--- src/rtl/ysyx_22050078_ifetch.sv ---
//------------------------------------------------------------------------------
// Module   : ysyx_22050078_ifetch
// Purpose  : RV64 fetch front end with one outstanding imem read and a 2-entry
//            {pc, inst} queue toward decode; redirects flush and drop.
// Revision : 1.0 - initial release
//------------------------------------------------------------------------------
`default_nettype none

module ysyx_22050078_ifetch #(
  parameter int                  PC_WIDTH   = 64,
  parameter int                  INST_WIDTH = 32,
  parameter logic [PC_WIDTH-1:0] RESET_PC   = 64'h8000_0000
) (
  input  logic                  clk,
  input  logic                  rst,
  output logic                  imem_req_valid,
  input  logic                  imem_req_ready,
  output logic [PC_WIDTH-1:0]   imem_req_addr,
  input  logic                  imem_resp_valid,
  input  logic [INST_WIDTH-1:0] imem_resp_inst,
  input  logic                  redirect_valid,
  input  logic [PC_WIDTH-1:0]   redirect_pc,
  output logic                  out_valid,
  input  logic                  out_ready,
  output logic [INST_WIDTH-1:0] out_inst,
  output logic [PC_WIDTH-1:0]   out_pc
);

  typedef enum logic [1:0] {
    ST_RUN  = 2'd0,
    ST_WAIT = 2'd1,
    ST_DROP = 2'd2
  } state_t;

  state_t                r_state;
  state_t                w_state_nxt;
  logic [PC_WIDTH-1:0]   r_fetch_pc;
  logic [PC_WIDTH-1:0]   r_req_pc;
  logic [1:0]            r_count;
  logic                  r_head;
  logic [PC_WIDTH-1:0]   r_q_pc   [2];
  logic [INST_WIDTH-1:0] r_q_inst [2];

  logic w_req_fire;
  logic w_push;
  logic w_pop;
  logic w_tail;

  // Held low while rst is asserted so no request escapes during reset.
  assign imem_req_valid = !rst && (r_state == ST_RUN) && (r_count != 2'd2);
  assign imem_req_addr  = r_fetch_pc;
  assign w_req_fire     = imem_req_valid && imem_req_ready;

  assign w_push    = (r_state == ST_WAIT) && imem_resp_valid && !redirect_valid;
  assign out_valid = (r_count != 2'd0);
  assign w_pop     = out_valid && out_ready;
  assign w_tail    = r_head ^ r_count[0];

  assign out_inst = out_valid ? r_q_inst[r_head] : '0;
  assign out_pc   = out_valid ? r_q_pc[r_head]   : '0;

  always_comb begin
    w_state_nxt = r_state;
    case (r_state)
      ST_RUN:          if (w_req_fire)      w_state_nxt = ST_WAIT;
      ST_WAIT, ST_DROP: if (imem_resp_valid) w_state_nxt = ST_RUN;
      default:         w_state_nxt = ST_RUN;
    endcase
    // A redirect turns any still-outstanding request into one to be discarded.
    if (redirect_valid && (w_state_nxt != ST_RUN)) begin
      w_state_nxt = ST_DROP;
    end
  end

  always_ff @(posedge clk) begin
    if (rst) begin
      r_state    <= ST_RUN;
      r_fetch_pc <= RESET_PC;
      r_req_pc   <= '0;
      r_count    <= 2'd0;
      r_head     <= 1'b0;
    end else begin
      r_state <= w_state_nxt;
      if (w_req_fire) begin
        r_req_pc <= r_fetch_pc;
      end
      if (redirect_valid) begin
        r_fetch_pc <= {redirect_pc[PC_WIDTH-1:2], 2'b00};
      end else if (w_req_fire) begin
        r_fetch_pc <= r_fetch_pc + PC_WIDTH'(4);
      end
      if (redirect_valid) begin
        r_count <= 2'd0;
        r_head  <= 1'b0;
      end else begin
        r_count <= r_count + {1'b0, w_push} - {1'b0, w_pop};
        if (w_pop) begin
          r_head <= ~r_head;
        end
      end
    end
  end

  // Storage needs no reset: entries are masked by r_count until written.
  always_ff @(posedge clk) begin
    if (w_push) begin
      r_q_pc[w_tail]   <= r_req_pc;
      r_q_inst[w_tail] <= imem_resp_inst;
    end
  end

endmodule

`default_nettype wire

--- config.mk ---
export PLATFORM = sky130hd
export DESIGN_NAME = ysyx_22050078_ifetch
export DESIGN_NICKNAME = d
export VERILOG_FILES = /design/src/rtl/ysyx_22050078_ifetch.sv
export SDC_FILE = /design/constraint.sdc
export NUM_CORES = 1
export LEC_CHECK = 0
export CORE_ASPECT_RATIO = 1.75
export CORE_MARGIN = 2
export CORE_UTILIZATION = 48
export CTS_BUF_LIST = sky130_fd_sc_hd__clkbuf_8
export DETAILED_ROUTE_END_ITERATION = 7
export GPL_ROUTABILITY_DRIVEN = 1
export PLACE_DENSITY = 0.78
export SYNTH_ARGS = -nofsm -noshare
export SYNTH_HDL_FRONTEND = slang
export SYNTH_SLANG_ARGS = --single-unit
--- constraint.sdc ---
create_clock -name clk -period 6.3 [get_ports clk]
set_clock_uncertainty 0.1 [all_clocks]
set_input_delay 0.63 -clock clk [delete_from_list [all_inputs] [get_ports clk]]
set_output_delay 0.63 -clock clk [all_outputs]
set_load 0.02 [all_outputs]
# Yosys cells after proc, flatten, opt, wreduce, memory -nomap -nowiden

Memories as Yosys holds them, arrays and structs flattened. A register that Yosys moved wholly into a read port is not among the register bits.
Cells that the tools add are included.

Input port bits: 102
Memories kept: 2
Output and inout port bits: 162
Flip-flop bits (word level): 133
RAM bits: 192

Memories:

| name     | depth | width | rd ports | clocked after memory_dff | write ports | line | RTL |
|---|---|---|---|---|---|---|---|
| r_q_pc   | 2     | 64    | 1        | 1                        | 1           | 41   | `logic [PC_WIDTH-1:0] r_q_pc [2];` |
| r_q_inst | 2     | 32    | 1        | 1                        | 1           | 42   | `logic [INST_WIDTH-1:0] r_q_inst [2];` |

Bitwise gates (word level): 2
Equal/unequal tests: 3
Mux-type cells: 14
Reductions and logical operators: 16
Add/sub/neg operators: 3

Operators by type and width:

| kind                                                            | count |
|---|---|
| 64-bit 2-to-1 mux                                               | 3 |
| 64-bit by 3-bit adder with 64-bit output, second input constant | 1 |
| 32-bit 2-to-1 mux                                               | 1 |
| 1-bit logical AND                                               | 7 |
| 1-bit 2-to-1 mux                                                | 6 |
| 2-bit 2-to-1 mux                                                | 3 |
| 2-bit nonzero test                                              | 3 |
| 2-bit OR reduction                                              | 3 |
| 2-bit case mux with 2 select lines                              | 1 |
| 2-bit by 1-bit adder with 2-bit output                          | 1 |
| 2-bit by 1-bit == test with 1-bit output, second input constant | 1 |
| 2-bit == test, second input constant                            | 1 |
| 1-bit logical NOT                                               | 2 |
| 2-bit logical NOT                                               | 1 |
| 2-bit != test, second input constant                            | 1 |
| 2-bit by 1-bit subtractor with 2-bit output                     | 1 |
| 1-bit inverter                                                  | 1 |
| 1-bit bitwise XOR                                               | 1 |

# Depth between registers and ports, before layout

Gate-level depths: netlist of the first run.

Word-level depth: 9
Gate-level depth with buffers: 9
Gate-level depth less buffers: 9

# Least setup slack after synthesis of the first run

No wires, ideal clock.

Path type: input to register
Start point: input port redirect_valid
End point: memory r_q_inst[0][0], enable pin
Cell stages on the path: 4
Required time: 5.643 ns
Path buffers: 1
Path slack: 0.368 ns
Arrival: 5.275 ns
Cells stage by stage: inv_1 clkbuf_1 nand3_1 nor2b_1

Word-level cells in the longest chain between the ends: 4

Ends and longest elaborated chain:

| element                                | line | RTL |
|---|---|---|
| start: declaration                     | 21   | `input logic redirect_valid,` |
| 1-bit logical NOT                      | 54   | `assign w_push = (r_state == ST_WAIT) && imem_resp_valid && !redirect_valid;` |
| 1-bit logical AND                      | 54   |  |
| 1-bit 2-to-1 mux                       | 106  | `if (w_push) begin` |
| 1-bit 2-to-1 mux (implied by the code) | 108  | `r_q_inst[w_tail] <= imem_resp_inst;` |
| end: declaration                       | 42   |  |

Every way passes these cells.

==> impl_metrics.sql, run 1 <==
INSERT INTO impl_metrics (metric_group, metric, value, unit) VALUES
('outcome', 'outcome', 'finished clean', ''),
('routing', 'viasPerCell', '5.43', ''),
('layout', 'seqCellArea', '8250', 'um2'),
('run', 'cap_viol_max_count', '0', ''),
('clock_tree', 'cts_post_setup_buffers_inserted', '0', ''),
('die', 'floorplan.io_pins', '264', ''),
('critical_path', 'data_arrival_time_at_the_worst_slack_endpoint', '3.28', 'ns'),
('pwr', 'totalPowerFinal', '4.26', 'mW'),
('sta', 'final_min_period_over_clock_period', '63.6', '%'),
('logic_synthesis', 'yosysSeqAreaShare', '63.3', '%'),
('global_route', 'grt_pass1_wl', '50.3', 'mm'),
('sta', 'finalHoldViolations', '0', ''),
('routing', 'detail_route.iter0.violations', '477', ''),
('sta', 'achievable-frequency', '250', 'MHz'),
('critical_path', 'timing.critical_path.buf_inv', '2', ''),
('global_route', 'grt_start_max_net_pins', '94', ''),
('sta', 'worst_slew_pin_slew', '1.17', 'ns'),
('logic_synthesis', 'ys_warn_count', '0', ''),
('critical_path', 'path_cells', 'buf_4 -> mux2i_1 -> nor2_1 -> clkdlybuf4s50_1', ''),
('logic_synthesis', 'synth_top_flop_cell', 'edfxtp_1', ''),
('pwr', 'power.ir.vdd_worst', '210', 'uV'),
('logic_synthesis', 'syn-instance-count', '1160', ''),
('sta', 'grt_setup_unrepaired', 'false', ''),
('sta', 'slew_viol_final', '0', ''),
('logic_synthesis', 'synth.lib_cells_used.distinct', '49', ''),
('critical_path', 'timing.critical_path.slowest_cell_delay', '1.12', 'ns'),
('critical_path', 'criticalPathCategory', 'flop to output port', ''),
('clock_tree', 'tritoncts_clock_tree', 'built', ''),
('routing', 'remaining_drc_errors', '0', ''),
('critical_path', 'end_kind', 'output port', ''),
('global_route', 'groute.usage.overall', '22.6', '%'),
('logic_synthesis', 'synth-edff-count', '188', ''),
('critical_path', 'timing.critical_path.max_delay_family', 'buffers and inverters', ''),
('layout', 'nNetsFinal', '1512', ''),
('routing', 'dr.pass1.iters', '5', ''),
('global_route', 'gr-total-overflow', '0', ''),
('place', 'dp_worst_setup_slack', '2.80', 'ns'),
('clock_tree', 'cts_hold_buffers', '0', ''),
('layout', 'final_layout_size_suffix_gt1_share', '6.53', '%'),
('clock_tree', 'insertion_delay', '0.57', 'ns'),
('layout', 'postLayoutCoreUtil', '63.0', '%'),
('place', 'finalWeightedCongestion', '0.848', ''),
('layout', 'multi_input_comb_area', '4460', 'um2'),
('place', 'detailedPlacementHpwl', '21.8', 'mm'),
('sta', 'finalSetupTns', '0', 'ns'),
('worst_hold_path', 'hold-path-cell-count', '0', ''),
('sta', 'postLayoutSetupSlackWorst', '2.29', 'ns'),
('logic_synthesis', 'synth.avg_cell_area', '11.2', 'um2'),
('logic_synthesis', 'synthesis.area', '13000', 'um2'),
('place', 'io_buffer_count', '257', ''),
('die', 'die_w', '129', 'um'),
('global_route', 'antenna_violations_before_repair', '2', ''),
('pwr', 'total_leakage_power', '5.44', 'nW'),
('pwr', 'power_density', '254', 'nW/um2'),
('clock_tree', 'clk_transition_reported_paths', '0.07', 'ns'),
('critical_path', 'critPathLaunchType', 'flop', ''),
('routing', 'routed-via-count', '9580', ''),
('critical_path', 'cpMaxStageDelayCell', 'dfxtp_4', ''),
('layout', 'layout-area-overhead-vs-synth', '29.1', '%'),
('logic_synthesis', 'ys_seq_elements', '318', ''),
('die', 'floorplan.die_area', '28500', 'um2'),
('sta', 'final-setup-viol-count', '0', ''),
('critical_path', 'worstSetupPathDepth', '4', ''),
('layout', 'nFillCells', '2136', ''),
('die', 'core-area', '26700', 'um2'),
('die', 'die_h', '222', 'um'),
('global_route', 'vias_in_the_first_global_route', '9315', ''),
('clock_tree', 'cts_root_buffer', 'clkbuf_8', ''),
('clock_tree', 'clock_tree.buffer_depth', '3', ''),
('clock_tree', 'numCtsBuffers', '44', ''),
('critical_path', 'r2r_depth', '8', ''),
('routing', 'detail-route-antenna-nets', '0', ''),
('logic_synthesis', 'asyncSetResetFlopFracSynth', '0', '%'),
('die', 'floorplan.initialDensity', '48.8', '%'),
('critical_path', 'worst-endpoint-required', '5.57', 'ns'),
('sta', 'worst_relative_slew_slack', '21.8', '%'),
('clock_tree', 'cts_resized', '0', ''),
('die', 'placement_rows', '79', ''),
('routing', 'drt_wl_cell', '18.7', 'um'),
('sta', 'finalWorstPathRequiredPeriod', '4.01', 'ns'),
('critical_path', 'crit_path_max_fo', '61', ''),
('clock_tree', 'cts.sink_count', '318', ''),
('worst_hold_path', 'hold_path_class', 'flop to flop', ''),
('routing', 'detail_route.wirelength', '32.9', 'mm'),
('clock_tree', 'h-tree-depth', '2', '');
[registers in the layout (all words and copies together), names as in the netlist, named ones only]
name / flops
r_count: 2
r_q_pc: 124
r_q_inst: 64
r_head: 1
r_state: 2
imem_req_addr: 62
r_req_pc: 62
[final timing paths]
check	slack, ns	endpoint	from
worst max register to register	3.28	imem_req_addr[48]	r_state[1]
worst max-delay path	2.29	out_inst[9]	flop
worst min-delay path	0.35	r_q_pc[0][38]	r_req_pc[38]
worst min register to register	0.35	r_q_pc[0][38]	r_req_pc[38]
[routing by layer]
layer  global-route usage [%]  up-vias  routed length, um
met3                     4.49       71               2040
met1                     25.8     4583              12600
met4                     9.96        2               1280
met2                     40.3      340              17000
met5                        0        -                 12
li1                         -     4584                  -
[layout by cell type (no fill, tap or decap), types with 36 or more instances in the layout]
cell type	n
a211oi_1	38
a21oi_1	81
clkbuf_8	51
clkdlybuf4s50_1	255
dfxtp_1	129
edfxtp_1	188
mux2i_1	98
nand2_1	166
nor2_1	156
xor2_1	36
[power by group]
part	leakage, nW	switching, mW	total, mW	internal [mW]
clock network	0.531	0.760	1.67	0.910
registers	2.78	0.0588	2.29	2.23
logic	2.13	0.155	0.299	0.145
total	5.44	0.974	4.26	3.29
[cells in the mapped netlist, drive strengths merged (2+ instances only)]
cell type | n | share of area, %
or3 | 4 | 0.19
nand3 | 24 | 0.92
nor3b | 4 | 0.23
nor3 | 17 | 0.69
a211oi | 39 | 2.3
xor2 | 36 | 2.4
nor4 | 7 | 0.38
o21ai | 6 | 0.23
nor2 | 158 | 4.6
o21a | 4 | 0.23
xnor2 | 24 | 1.6
nand4 | 34 | 1.7
or4 | 2 | 0.14
nand2 | 166 | 4.8
dfxtp | 130 | 20
inv | 14 | 0.40
a21oi | 81 | 3.1
and2 | 5 | 0.24
and3 | 13 | 0.62
nor2b | 2 | 0.096
or2 | 3 | 0.14
and4 | 7 | 0.47
ha | 6 | 0.58
buf | 19 | 0.68
mux2i | 98 | 7.5
edfxtp | 188 | 43
clkbuf | 57 | 1.6
[per-stage QoR]
stage / instances / instance area (um2) / hold slack, ns
2_1_floorplan: 1163 / 13000 / 0.325
3_3_place_gp: 1682 / 15900 / 0.330
3_5_place_dp: 1682 / 15900 / 0.337
4_1_cts: 1764 / 16800 / 0.351
5_1_grt: 1764 / 16800 / 0.364
6_report: 1765 / 16800 / 0.347
[final cells by class]
cell class / count / share of cell area, %
antenna: 1 / 0.0149
clock buffer: 51 / 4.18
clock inverter: 31 / 1.44
inverter: 14 / 0.313
multi-input combinational: 755 / 26.5
sequential: 318 / 49.1
tap: 324 / 2.41
timing repair buffer: 271 / 16.0
[cells by family (layout without fill, tap and decap cells)]
family,count (synthesis),count (layout),share of synthesized area (%)
compound gates,136,136,6.25
xor+xnor,60,60,4.04
fa+ha+maj,6,6,0.577
buf+inv,90,367,2.73
flops,318,318,63.3
mux,98,98,7.53
other cells,1,5,0.0288
simple gates,451,451,15.5
Note: power is estimated with default switching activity, not from simulation.
==> run 2, diff against run 1 <==
--- a/config.mk
+++ b/config.mk
@@ -7,11 +7,11 @@
 export LEC_CHECK = 0
 export CORE_ASPECT_RATIO = 1.75
 export CORE_MARGIN = 2
-export CORE_UTILIZATION = 48
+export CORE_UTILIZATION = 53
 export CTS_BUF_LIST = sky130_fd_sc_hd__clkbuf_8
 export DETAILED_ROUTE_END_ITERATION = 7
 export GPL_ROUTABILITY_DRIVEN = 1
-export PLACE_DENSITY = 0.78
+export PLACE_DENSITY = 0.82
 export SYNTH_ARGS = -nofsm -noshare
 export SYNTH_HDL_FRONTEND = slang
 export SYNTH_SLANG_ARGS = --single-unit
==> constraint.sdc (replaced) <==
create_clock -name clk -period 4.2 [get_ports clk]
set_clock_uncertainty 0.1 [all_clocks]
set_input_delay 0.42 -clock clk [delete_from_list [all_inputs] [get_ports clk]]
set_output_delay 0.42 -clock clk [all_outputs]
set_load 0.02 [all_outputs]
==> run 2 against run 1 <==
Clock power is 41% higher. Utilization is 6.9 points higher. Hold slack worse by 0.11 ns. Wire length is 1.7% lower. First-iteration DRC count is 8.0% higher. Critical path depth stayed put. Sequential share of layout area is 0.062 points higher. Sequential power is 50% higher. Die area is 9.2% lower. Non-clock buffer count is 4 higher.
==> impl_metrics.sql, run 2 (same netlist as run 1, synthesis figures left out) <==
INSERT INTO impl_metrics (metric_group, metric, value, unit) VALUES
('outcome', 'outcome', 'finished clean', ''),
('layout', 'postLayoutCoreUtil', '69.9', '%'),
('place', 'finalWeightedCongestion', '0.865', ''),
('layout', 'final_layout_size_suffix_gt1_share', '6.66', '%'),
('sta', 'finalSetupTns', '0', 'ns'),
('global_route', 'vias_in_the_first_global_route', '9598', ''),
('global_route', 'grt_pass1_wl', '49.4', 'mm'),
('routing', 'dr.pass1.iters', '5', ''),
('sta', 'slew_viol_final', '0', ''),
('clock_tree', 'numCtsBuffers', '43', ''),
('clock_tree', 'clock_tree.buffer_depth', '3', ''),
('routing', 'detail_route.wirelength', '32.4', 'mm'),
('clock_tree', 'cts_hold_buffers', '0', ''),
('layout', 'nNetsFinal', '1515', ''),
('critical_path', 'data_arrival_time_at_the_worst_slack_endpoint', '2.80', 'ns'),
('die', 'die_w', '122', 'um'),
('global_route', 'antenna_violations_before_repair', '1', ''),
('sta', 'postLayoutSetupSlackWorst', '0.881', 'ns'),
('sta', 'grt_setup_unrepaired', 'false', ''),
('routing', 'detail-route-antenna-nets', '0', ''),
('layout', 'most_common_cell_after_layout_fill_and_taps_aside', 'clkdlybuf4s50_1', ''),
('sta', 'final_min_period_over_clock_period', '79.0', '%'),
('layout', 'final_cell_mix', 'clkdlybuf4s50_1 (255), edfxtp_1 (188), nand2_1 (166), nor2_1 (156), dfxtp_1 (129)', ''),
('routing', 'routed-via-count', '9694', ''),
('clock_tree', 'cts_post_setup_buffers_inserted', '0', ''),
('clock_tree', 'cts_resized', '0', ''),
('sta', 'finalHoldViolations', '0', ''),
('pwr', 'power_density', '372', 'nW/um2'),
('layout', 'layout-area-overhead-vs-synth', '28.9', '%'),
('place', 'io_buffer_count', '257', ''),
('routing', 'viasPerCell', '5.54', ''),
('pwr', 'power.ir.vdd_worst', '229', 'uV'),
('sta', 'worst_relative_slew_slack', '34.9', '%'),
('critical_path', 'criticalPathCategory', 'flop to output port', ''),
('die', 'floorplan.initialDensity', '54.2', '%'),
('critical_path', 'worst-endpoint-required', '3.68', 'ns'),
('global_route', 'gr-total-overflow', '0', ''),
('sta', 'achievable-frequency', '301', 'MHz'),
('clock_tree', 'tritoncts_clock_tree', 'built', ''),
('die', 'die_h', '211', 'um'),
('die', 'floorplan.die_area', '25900', 'um2'),
('global_route', 'grt_start_max_net_pins', '94', ''),
('die', 'core-area', '24000', 'um2'),
('clock_tree', 'cts_root_buffer', 'clkbuf_8', ''),
('global_route', 'groute.usage.overall', '24.6', '%'),
('routing', 'detail_route.iter0.violations', '515', ''),
('routing', 'remaining_drc_errors', '0', ''),
('clock_tree', 'clk_transition_reported_paths', '0.06', 'ns'),
('place', 'detailedPlacementHpwl', '21.4', 'mm'),
('die', 'placement_rows', '75', ''),
('layout', 'largest_registers', 'r_q_pc: 124 flops, r_q_inst: 64 flops', ''),
('sta', 'finalWorstPathRequiredPeriod', '3.32', 'ns'),
('layout', 'largest_register', 'r_q_pc', ''),
('critical_path', 'critPathLaunchType', 'flop', ''),
('pwr', 'total_leakage_power', '5.44', 'nW'),
('critical_path', 'end_kind', 'output port', ''),
('clock_tree', 'insertion_delay', '0.55', 'ns'),
('die', 'floorplan.io_pins', '264', ''),
('clock_tree', 'cts.sink_count', '318', ''),
('critical_path', 'crit_path_max_fo', '48', ''),
('layout', 'nFillCells', '1728', ''),
('sta', 'final-setup-viol-count', '0', ''),
('routing', 'drt_wl_cell', '18.5', 'um'),
('run', 'cap_viol_max_count', '0', ''),
('place', 'dp_worst_setup_slack', '1.22', 'ns'),
('layout', 'largest_reg_flops', '124', ''),
('sta', 'worst_slew_pin_slew', '0.977', 'ns'),
('clock_tree', 'h-tree-depth', '2', ''),
('worst_hold_path', 'hold_path_class', 'input pin to flop', '');
[run 2: per-layer routing]
metal  routed length (um)  global-route usage (%)  vias to the layer above
met5                    0                       0                        -
met4                 1690                    14.5                        0
met3                 1920                    3.53                      105
met2                16800                    43.2                      413
met1                12000                    28.0                     4569
li1                     -                       -                     4607
[run 2: worst paths after layout]
check | startpoint | to | slack (ns) | depth (start not counted)
min | rst | r_req_pc[14] | 0.24 | 2
max | flop | out_pc[36] | 0.88 | 4
min reg2reg | r_req_pc[29] | r_q_pc[1][29] | 0.35 | 0
max reg2reg | imem_req_addr[37] | imem_req_addr[63] | 1.48 | 6
[run 2: area by class of cell]
class	instances	area (um2)	area share [%]
repair buffers	275	2750	16.4
inverters	14	52.6	0.313
clock inverters	29	186	1.11
diodes	1	2.50	0.0149
well taps	308	385	2.30
clock buffers	51	702	4.18
flip-flops and latches	318	8250	49.1
multi-input cells	755	4460	26.6
[run 2: through the flow]
step / instances / power, mW / hold slack [ns] / instance area [um2]
after floorplan: 1163 / 3.70 / 0.325 / 13000
after global placement: 1670 / 3.94 / 0.330 / 15900
after detailed placement: 1670 / 3.95 / 0.335 / 15900
after CTS: 1750 / 6.29 / 0.216 / 16800
after global routing: 1751 / 6.46 / 0.255 / 16800
final: 1751 / 6.25 / 0.242 / 16800
[run 2: worst max-delay path, stage by stage (launching register included)]
cell and delay, ns:
dfxtp_4 0.96, buf_4 0.39, mux2i_1 0.12, nor2_1 0.13, clkdlybuf4s50_1 0.62
[run 2: report_power, final]
group | switching (mW) | leakage [nW] | total [mW] | internal [mW]
Sequential | 0.0875 | 2.78 | 3.44 | 3.35
Combinational | 0.235 | 2.16 | 0.454 | 0.218
Clock | 1.12 | 0.499 | 2.36 | 1.24
Total | 1.44 | 5.44 | 6.25 | 4.81
==> run 3, diff against run 2 <==
==> constraint.sdc (replaced) <==
create_clock -name clk -period 3.25 [get_ports clk]
set_clock_uncertainty 0.1 [all_clocks]
set_input_delay 0.325 -clock clk [delete_from_list [all_inputs] [get_ports clk]]
set_output_delay 0.325 -clock clk [all_outputs]
set_load 0.02 [all_outputs]
==> run 3 against run 2 <==
Sequential share of layout area down 0.27 points. Sequential power grew 29%. Cell area up 0.54%. Global-route usage increased by 0.30 points. Wire length grew 1.2%. Final cell count up 0.74%. Power is 29% higher. Critical path depth stayed put. Die area unchanged. Register-to-register slack worse by 0.96 ns. Critical path type unchanged. Critical endpoint is now out_pc[14].
==> impl_metrics.sql, run 3 (same netlist as run 1, synthesis figures left out) <==
INSERT INTO impl_metrics (metric_group, metric, value, unit) VALUES
('outcome', 'outcome', 'finished clean', ''),
('critical_path', 'crit_path_max_fo', '27', ''),
('die', 'die_h', '211', 'um'),
('global_route', 'grt_pass1_wl', '49.8', 'mm'),
('clock_tree', 'cts_root_buffer', 'clkbuf_8', ''),
('die', 'floorplan.initialDensity', '54.2', '%'),
('layout', 'postLayoutCoreUtil', '70.3', '%'),
('clock_tree', 'cts_hold_buffers', '0', ''),
('routing', 'detail_route.iter0.violations', '597', ''),
('sta', 'grt_setup_unrepaired', 'false', ''),
('routing', 'drt_wl_cell', '18.6', 'um'),
('pwr', 'total_leakage_power', '5.51', 'nW'),
('layout', 'final_cell_mix', 'clkdlybuf4s50_1 (255), edfxtp_1 (188), nand2_1 (166), nor2_1 (156), dfxtp_1 (129)', ''),
('clock_tree', 'cts_resized', '0', ''),
('critical_path', 'data_arrival_time_at_the_worst_slack_endpoint', '2.49', 'ns'),
('layout', 'post_layout_nonfiller_instances', '1764', ''),
('layout', 'most_common_cell_after_layout_fill_and_taps_aside', 'clkdlybuf4s50_1', ''),
('die', 'floorplan.die_area', '25900', 'um2'),
('worst_hold_path', 'hold_path_class', 'input pin to flop', ''),
('critical_path', 'criticalPathCategory', 'flop to output port', ''),
('critical_path', 'critPathLaunchType', 'flop', ''),
('critical_path', 'worst-endpoint-required', '2.82', 'ns'),
('routing', 'routed-via-count', '9760', ''),
('global_route', 'gr-total-overflow', '0', ''),
('die', 'placement_rows', '75', ''),
('sta', 'achievable-frequency', '344', 'MHz'),
('layout', 'largest_registers', 'r_q_pc: 124 flops, r_q_inst: 64 flops', ''),
('pwr', 'totalPowerFinal', '8.03', 'mW'),
('worst_hold_path', 'worstHoldStart', 'rst', ''),
('run', 'cap_viol_max_count', '0', ''),
('sta', 'whs', '0.0627', 'ns'),
('place', 'numPlacedInstances', '1682', ''),
('sta', 'worst_relative_slew_slack', '19.6', '%'),
('sta', 'slew_viol_final', '0', ''),
('clock_tree', 'cts.sink_count', '318', ''),
('layout', 'final_layout_size_suffix_gt1_share', '7.29', '%'),
('sta', 'final-setup-viol-count', '0', ''),
('clock_tree', 'cts_post_setup_buffers_inserted', '0', ''),
('clock_tree', 'h-tree-depth', '2', ''),
('die', 'floorplan.io_pins', '264', ''),
('sta', 'finalWorstPathRequiredPeriod', '2.91', 'ns'),
('routing', 'remaining_drc_errors', '0', ''),
('place', 'detailedPlacementHpwl', '22.3', 'mm'),
('clock_tree', 'tritoncts_clock_tree', 'built', ''),
('global_route', 'grt_start_max_net_pins', '111', ''),
('critical_path', 'r2r_start', 'imem_req_addr[39]', ''),
('routing', 'viasPerCell', '5.53', ''),
('sta', 'worst_slew_pin_slew', '1.21', 'ns'),
('global_route', 'antenna_violations_before_repair', '2', ''),
('sta', 'postLayoutSetupSlackWorst', '0.340', 'ns'),
('die', 'core-area', '24000', 'um2'),
('global_route', 'groute.usage.overall', '24.9', '%'),
('layout', 'nNetsFinal', '1527', ''),
('routing', 'dr.pass1.iters', '5', ''),
('place', 'finalWeightedCongestion', '0.874', ''),
('layout', 'layout-area-overhead-vs-synth', '29.6', '%'),
('routing', 'detail_route.wirelength', '32.7', 'mm'),
('clock_tree', 'numCtsBuffers', '43', ''),
('sta', 'finalHoldViolations', '0', ''),
('die', 'die_w', '122', 'um'),
('critical_path', 'end_kind', 'output port', ''),
('pwr', 'power_density', '476', 'nW/um2'),
('layout', 'largest_reg_flops', '124', ''),
('place', 'io_buffer_count', '257', ''),
('place', 'dp_worst_setup_slack', '0.533', 'ns'),
('global_route', 'vias_in_the_first_global_route', '9451', ''),
('pwr', 'power.ir.vdd_worst', '342', 'uV'),
('routing', 'detail-route-antenna-nets', '0', ''),
('clock_tree', 'clock_tree.buffer_depth', '3', ''),
('sta', 'final_min_period_over_clock_period', '89.5', '%'),
('clock_tree', 'insertion_delay', '0.56', 'ns'),
('clock_tree', 'clk_transition_reported_paths', '0.07', 'ns'),
('layout', 'largest_register', 'r_q_pc', '');
-- run 3: metrics by stage --
step	area, um2	setup TNS (ns)
floorplan	13000	-114.19
global placement	16000	0
detailed placement	16000	0
CTS	16900	0
global route	16900	0
finish	16900	0
-- run 3: worst max-delay path, stage by stage, from the launching register on --
cell	delay, ns
dfxtp_4	0.59
buf_12	0.28
mux2i_1	0.43
nor2_1	0.07
clkdlybuf4s50_1	0.55
-- run 3: worst paths after layout --
check / to / slack [ns] / cells after the start
max: out_pc[14] / 0.34 / 4
min: r_req_pc[31] / 0.06 / 2
max reg2reg: imem_req_addr[63] / 0.52 / 6
min reg2reg: r_q_pc[0][5] / 0.35 / 0
-- run 3: final cells by class --
class / count / area, um2
diodes: 2 / 5.00
flip-flops and latches: 318 / 8250
inverters: 14 / 52.6
fillers: 1715 / 7140
multi-input cells: 755 / 4460
repair buffers: 287 / 2870
well taps: 308 / 385
clock buffers: 49 / 674
clock inverters: 31 / 188
-- run 3: metal layers --
metal / wire [um] / vias to the layer above / share of wire, % / global-route usage, %
met4: 1360 / 0 / 4.2 / 11.2
met3: 2090 / 78 / 6.4 / 4.55
met2: 17400 / 384 / 53 / 45.3
li1: - / 4626 / - / -
met5: 0 / - / 0 / 0
met1: 11900 / 4672 / 36 / 27.8
-- run 3: report_power, final --
group          internal [mW]  switching, mW
logic                  0.289          0.312
registers               4.33          0.108
clock network           1.55           1.44
total                   6.17           1.86
